**config.mk**
```make
export PLATFORM = sky130hd
export DESIGN_NAME = multiplexer_2_to_1_16_bit_flat
export DESIGN_NICKNAME = d
export VERILOG_FILES = /design/src/rtl/mux_pkg.sv /design/src/rtl/multiplexer_2_to_1_16_bit_if.sv /design/src/rtl/mux2_core.sv /design/src/rtl/multiplexer_2_to_1_16_bit.sv /design/src/flat_wrapper.sv
export SDC_FILE = /design/constraint.sdc
export NUM_CORES = 1
export LEC_CHECK = 0
export CORE_MARGIN = 4
export CORE_UTILIZATION = 30
export DETAILED_ROUTE_END_ITERATION = 10
export PLACE_DENSITY = 0.72
export SKIP_LAST_GASP = 1
export SYNTH_ARGS = -nofsm -noshare
export SYNTH_HDL_FRONTEND = slang
export SYNTH_SLANG_ARGS = --single-unit
```
**constraint.sdc**
```tcl
create_clock -name clk -period 1.7 [get_ports clk]
set_input_delay 0.51 -clock clk [delete_from_list [all_inputs] [get_ports clk]]
set_output_delay 0.51 -clock clk [all_outputs]
set_load 0.01 [all_outputs]
```
**src/rtl/mux_pkg.sv**
```systemverilog
// Shared constants and the data-word type for the 2:1 word multiplexer.
package mux_pkg;

  localparam int MUX_DEFAULT_WIDTH = 16;
  localparam logic [MUX_DEFAULT_WIDTH-1:0] MUX_DEFAULT_RESET_VALUE = 16'h0000;

  typedef logic [MUX_DEFAULT_WIDTH-1:0] data_word_t;

endpackage

```
**src/rtl/multiplexer_2_to_1_16_bit_if.sv**
```systemverilog
// Bus bundle for the 2:1 word multiplexer: select/data/enable in, combinational and registered results out.
// Parity outputs appear only when MUX_PARITY_EN is defined.
interface multiplexer_2_to_1_16_bit_if
  import mux_pkg::*;
#(
  parameter int WIDTH = MUX_DEFAULT_WIDTH
);

  logic             S;
  logic [WIDTH-1:0] I1;
  logic [WIDTH-1:0] I0;
  logic             en;
  logic [WIDTH-1:0] Y;
  logic [WIDTH-1:0] Y_q;
  logic             Y_q_valid;
  logic             sel_q;
`ifdef MUX_PARITY_EN
  logic             Y_par;
  logic             Y_q_par;
`endif

  modport master (
    output S, I1, I0, en,
    input  Y, Y_q, Y_q_valid, sel_q
`ifdef MUX_PARITY_EN
    , input Y_par, Y_q_par
`endif
  );

  modport slave (
    input  S, I1, I0, en,
    output Y, Y_q, Y_q_valid, sel_q
`ifdef MUX_PARITY_EN
    , output Y_par, Y_q_par
`endif
  );

endinterface

```
**src/rtl/mux2_core.sv**
```systemverilog
// Purely combinational WIDTH-bit 2:1 select: Y = S ? I1 : I0.
module mux2_core #(
  parameter int WIDTH = 16
) (
  input  logic             S,
  input  logic [WIDTH-1:0] I1,
  input  logic [WIDTH-1:0] I0,
  output logic [WIDTH-1:0] Y
);

  // Per-bit conditional keeps X-select semantics: agreeing bits pass, differing bits go X.
  for (genvar gi = 0; gi < WIDTH; gi++) begin : g_bit
    assign Y[gi] = S ? I1[gi] : I0[gi];
  end

endmodule

```
**src/rtl/multiplexer_2_to_1_16_bit.sv**
```systemverilog
// 2:1 word multiplexer with zero-latency output plus an enable-loaded registered copy.
// Define MUX_PARITY_EN to add combinational and registered parity outputs.
module multiplexer_2_to_1_16_bit
  import mux_pkg::*;
#(
  parameter int               WIDTH       = MUX_DEFAULT_WIDTH,
  parameter logic [WIDTH-1:0] RESET_VALUE = MUX_DEFAULT_RESET_VALUE
) (
  input logic                          clk,
  input logic                          rst_n,
  multiplexer_2_to_1_16_bit_if.slave   bus
);

  logic [WIDTH-1:0] y_comb;
  logic [WIDTH-1:0] y_q_reg;
  logic             sel_q_reg;
  logic             valid_reg;

  mux2_core #(
    .WIDTH (WIDTH)
  ) u_core (
    .S  (bus.S),
    .I1 (bus.I1),
    .I0 (bus.I0),
    .Y  (y_comb)
  );

  assign bus.Y = y_comb;

  // Reset dominates any concurrent load; valid is sticky until the next reset.
  always_ff @(posedge clk or negedge rst_n) begin
    if (!rst_n) begin
      y_q_reg   <= RESET_VALUE;
      sel_q_reg <= 1'b0;
      valid_reg <= 1'b0;
    end else if (bus.en) begin
      y_q_reg   <= y_comb;
      sel_q_reg <= bus.S;
      valid_reg <= 1'b1;
    end
  end

  assign bus.Y_q       = y_q_reg;
  assign bus.sel_q     = sel_q_reg;
  assign bus.Y_q_valid = valid_reg;

`ifdef MUX_PARITY_EN
  logic y_q_par_reg;

  always_ff @(posedge clk or negedge rst_n) begin
    if (!rst_n) begin
      y_q_par_reg <= ^RESET_VALUE;
    end else if (bus.en) begin
      y_q_par_reg <= ^y_comb;
    end
  end

  assign bus.Y_par   = ^y_comb;
  assign bus.Y_q_par = y_q_par_reg;
`endif

endmodule

```
**src/flat_wrapper.sv**
```systemverilog
// flat-port wrapper written by rule: the top's interface ports become plain ports
module multiplexer_2_to_1_16_bit_flat import mux_pkg::*;
#(
  parameter int               WIDTH       = MUX_DEFAULT_WIDTH,
  parameter logic [WIDTH-1:0] RESET_VALUE = MUX_DEFAULT_RESET_VALUE
)
  (clk, rst_n, bus_S, bus_I1, bus_I0, bus_en, bus_Y, bus_Y_q, bus_Y_q_valid, bus_sel_q);
  multiplexer_2_to_1_16_bit_if #(.WIDTH(WIDTH)) bus_i ();
  input logic clk;
  input logic rst_n;
  input wire logic [$bits(bus_i.S)-1:0] bus_S;
  input wire logic [$bits(bus_i.I1)-1:0] bus_I1;
  input wire logic [$bits(bus_i.I0)-1:0] bus_I0;
  input wire logic [$bits(bus_i.en)-1:0] bus_en;
  output wire logic [$bits(bus_i.Y)-1:0] bus_Y;
  output wire logic [$bits(bus_i.Y_q)-1:0] bus_Y_q;
  output wire logic [$bits(bus_i.Y_q_valid)-1:0] bus_Y_q_valid;
  output wire logic [$bits(bus_i.sel_q)-1:0] bus_sel_q;
  assign bus_i.S = bus_S;
  assign bus_i.I1 = bus_I1;
  assign bus_i.I0 = bus_I0;
  assign bus_i.en = bus_en;
  assign bus_Y = bus_i.Y;
  assign bus_Y_q = bus_i.Y_q;
  assign bus_Y_q_valid = bus_i.Y_q_valid;
  assign bus_sel_q = bus_i.sel_q;
  multiplexer_2_to_1_16_bit #(.WIDTH(WIDTH), .RESET_VALUE(RESET_VALUE)) u_core (.clk(clk), .rst_n(rst_n), .bus(bus_i));
endmodule
```
### After elaboration in Yosys (flattened, before gate mapping)

Cells that the tools add are included.

| cells by class | value |
|---|---|
| $add $sub $neg | 0 |
| multipliers | 0 |
| div/mod/pow operators | 0 |
| $lt $le $gt $ge | 0 |
| equality and inequality tests | 0 |
| shift operators | 0 |
| multiplexer cells | 16 |
| bitwise operators | 0 |
| reduce and logical (&&, ||, !) cells | 0 |

Operators by type and width:

| cell | number |
|---|---|
| two-way mux 1 bit | 16 |

| storage, ports and cells | value |
|---|---|
| flip-flop bits (word level) | 18 |
| latch bits | 0 |
| memory bits (writable) | 0 |
| ROM bits | 0 |
| input port bits | 36 |
| output and inout bits | 34 |
| logic and storage cells | 19 |
| memories | 0 |

### Longest topological paths before layout

| depth | value |
|---|---|
| depth after elaboration | 1 |
| depth in mapped cells | 4 |
| depth with buffers taken out | 2 |

### Modules after synthesis

A second synthesis with hierarchy kept.

| unflattened totals | value |
|---|---|
| cells, all modules | 56 |
| area, all modules | 962.2 sq um |

Modules (own cells, without submodules):

| module | times used | cells an instance | area each (sq um) | sequential area each (sq um) |
|---|---|---|---|---|
| multiplexer_2_to_1_16_bit | 1 | 38 | 713.2 | 450.4 |
| mux2_core | 1 | 18 | 249.0 | 0.0 |

### Least setup slack after synthesis

Ideal clock, no wire load.

| timing path | value |
|---|---|
| path kind | input-to-output |
| from | input bus_S |
| to | output bus_Y[11] |
| arrival time | 1078 ps |
| data required time | 1190 ps |
| path slack | 112 ps |
| stages on the path | 3 |
| buffers on the path | 2 |
| path through | buf_6 buf_12 mux2_4 |

| between the ends | value |
|---|---|
| word-level cells in the longest chain between the ends | 1 |

RTL lines:

| item | line | source |
|---|---|---|
| start: declaration | flat_wrapper.sv:11 | `input wire logic [$bits(bus_i.S)-1:0] bus_S;` |
| two-way mux 1 bit | mux2_core.sv:13 | `assign Y[gi] = S ? I1[gi] : I0[gi];` |
| end: declaration | flat_wrapper.sv:15 | `output wire logic [$bits(bus_i.Y)-1:0] bus_Y;` |

Every way passes these cells.

### Worst setup path in the final report

| timing path | value |
|---|---|
| from | input bus_S |
| to | output bus_Y[5] |

The elaborated chain is that of the path after synthesis.

==> impl_metrics.ini <==
[grt]
antenna_found_initial = 0
grt_first_pass_wirelength_microns = 4209
grt_max_degree = 19
grt_pass1_vias = 846
grt.overflow.total = 0
grt_usage_pct = 12.99

[clock_network]
path_clk_slew_ps = 90
cts_buffers = 3
htree_levels = 1
clockBufferDepth = 2
cts_sinks = 18
root_buffer = clkbuf_4
cts_tree = built
holdBufCountCts = 0
clk_latency_ps = 280

[finish]
fill_cells = 272
largest_reg_flops = 16
layoutNonFillerInstCount = 176
nets = 170
insertedDiodeCount = 0
drive_gt1_share_pct = 46.97
area_delta_synth_final_pct = 90.55
fin_area_sq_um = 1790

[placement]
dp.cells = 169
gp_congestion = 0.6926
io_buffers = 69
dpl-instance-area_sq_um = 1697
dpl.hpwl_microns = 1980

[synth]
yosys.area.top_type = dfrtp_1
ys_seq_area_share_pct = 47.94
syn_area_sq_um = 939.7
ys_ff_latch = 18
syn_inst = 56
syn_nets = 92
yosys_warnings = 0
syn_avg_cell_area_sq_um = 16.78
synthDistinctLibCells = 8
synth_top_cells_by_area = dfrtp_1 48%, mux2_4 29%, mux2_2 18%
synth_top_area_share_pct = 47.94

[drt]
drc_errors = 0
first_pass_iters = 2
ant_nets = 0
drt-wirelength-per-cell_microns = 15.00
vias = 765
drt_iter0_drc = 12
via_per_inst = 4.347
totalWireLength_microns = 2640

[timing]
clock.fmax_mhz = 585.0
setup_viol = 9
slew-limit-headroom_pct = 84.56
finalCritPeriodShare_pct = 100.6
rsz0062_at_grt = true
fin_crit_ps = 1709
tns_ps = -48.08
maxSlewViolCount = 0
finalHoldViolations = 0
finalClockSkew_ps = 0
finalWorstSetupSlack_ps = -9.418
worst_pin_slew_ps = 231.6

[floorplan]
ios = 70
num_rows = 20
die_h_microns = 63.97
core_sq_um = 3028
die_area_sq_um = 4092
initial_core_util_pct = 31.03
die_x_microns = 63.97

[run_status]
violations = negative setup slack
status = finished, violations left

[pwr]
peakVddDrop_mv = 0.3031
p_per_area_nw_per_um2 = 634.8
p_leak_nw = 0.9070

[critical_path]
slowest_delay_ps = 310
end_kind = output pin
slowest_stage = mux2_4
crit_arrival_ps = 1200
cp_num_buf_inv = 3
crit_family = buffers and inverters
path_cells = buf_12 > buf_16 > mux2_4 > buf_6
cp_max_fo = 8
critical_path_class = input port to output pin
required_ps = 1190
critPathLaunchType = input port

[hold_path]
hold_class = flip-flop to flip-flop

[run]
maxCapViolations = 0
-- where the power goes --
group          leakage, nW  internal (mW)  total (mW)  switching [mW]
Clock               0.0138         0.0821       0.202           0.120
Combinational        0.686          0.279       0.433           0.154
Sequential           0.208          0.478       0.502          0.0241
-- placed cells by master, fill, tap and decap left out --
cell type and instances:
clkbuf_4 3, buf_16 2, or2_2 1, buf_6 16, dlygate4sd2_1 48, buf_4 4, clkdlybuf4s50_1 2, dlymetal6s2s_1 2
buf_12 3, mux2_4 25, dfrtp_1 18, mux2_2 8
-- cell type report --
cell class,instances,area (sq um),share of cell area (%)
Sequential cell,18,450.4,25.16
Clock buffer,3,22.52,1.258
Timing Repair Buffer,77,790.8,44.16
Multi-Input combinational cell,34,471.7,26.35
Tap cell,44,55.05,3.075
-- worst paths after layout --
kind,start,to,slack (ps),cells past startpoint
worst min register to register,u_core.bus.Y_q_valid$_DFFE_PN0P_,u_core.bus.Y_q_valid$_DFFE_PN0P_,470,1
worst max-delay path,bus_S,bus_Y[5],-9,4
worst min-delay path,u_core.bus.Y_q_valid$_DFFE_PN0P_,u_core.bus.Y_q_valid$_DFFE_PN0P_,470,1
max in group asynchronous,rst_n,u_core.bus.Y_q[0]$_DFFE_PN0P_,940,2
min in group asynchronous,rst_n,u_core.bus.Y_q[12]$_DFFE_PN0P_,570,2
worst max register to register,u_core.bus.Y_q[12]$_DFFE_PN0P_,u_core.bus.Y_q[12]$_DFFE_PN0P_,930,1
-- what timing repair did --
action | CTS | global route
endpoints found under the setup margin | 33 | 18
cloned | 2 | 0
buffers inserted | 1 | 1
resized for setup | 146 | 2
-- kinds of logic (layout without fill, tap and decap cells) --
kind of cell,after synthesis,count (layout),share of synthesized area (%)
muxes,33,33,46.74
DFF,18,18,47.94
and+or+nand+nor,1,1,0.6662
buffers and inverters,4,80,4.660
-- metal layers --
metal / global-route usage, % / share of wire [%] / vias to the layer above
met3: 2.460 / 5.6 / 2
met1: 15.19 / 38 / 375
met2: 23.23 / 56 / 31
met4: 4.852 / 1.0 / 0
met5: 0 / 0 / -
li1: - / - / 357
-- cell usage after synthesis (all sizes together) --
cell	instances
mux2	33
buf	4
dfrtp	18
or2	1
-- per-stage QoR --
step,util (%),hold slack [ps],power (mW),setup slack [ps]
detailed placement,56.03,455.0,0.9668,-872.3
CTS,58.72,482.3,1.159,-17.04
finish,59.13,473.5,1.137,-9.418
global route,59.13,496.3,1.202,-27.57
global placement,56.03,451.8,0.9589,-847.1
floorplan,-,214.4,0.6919,112.1
Power figures use the tool's default switching activity.
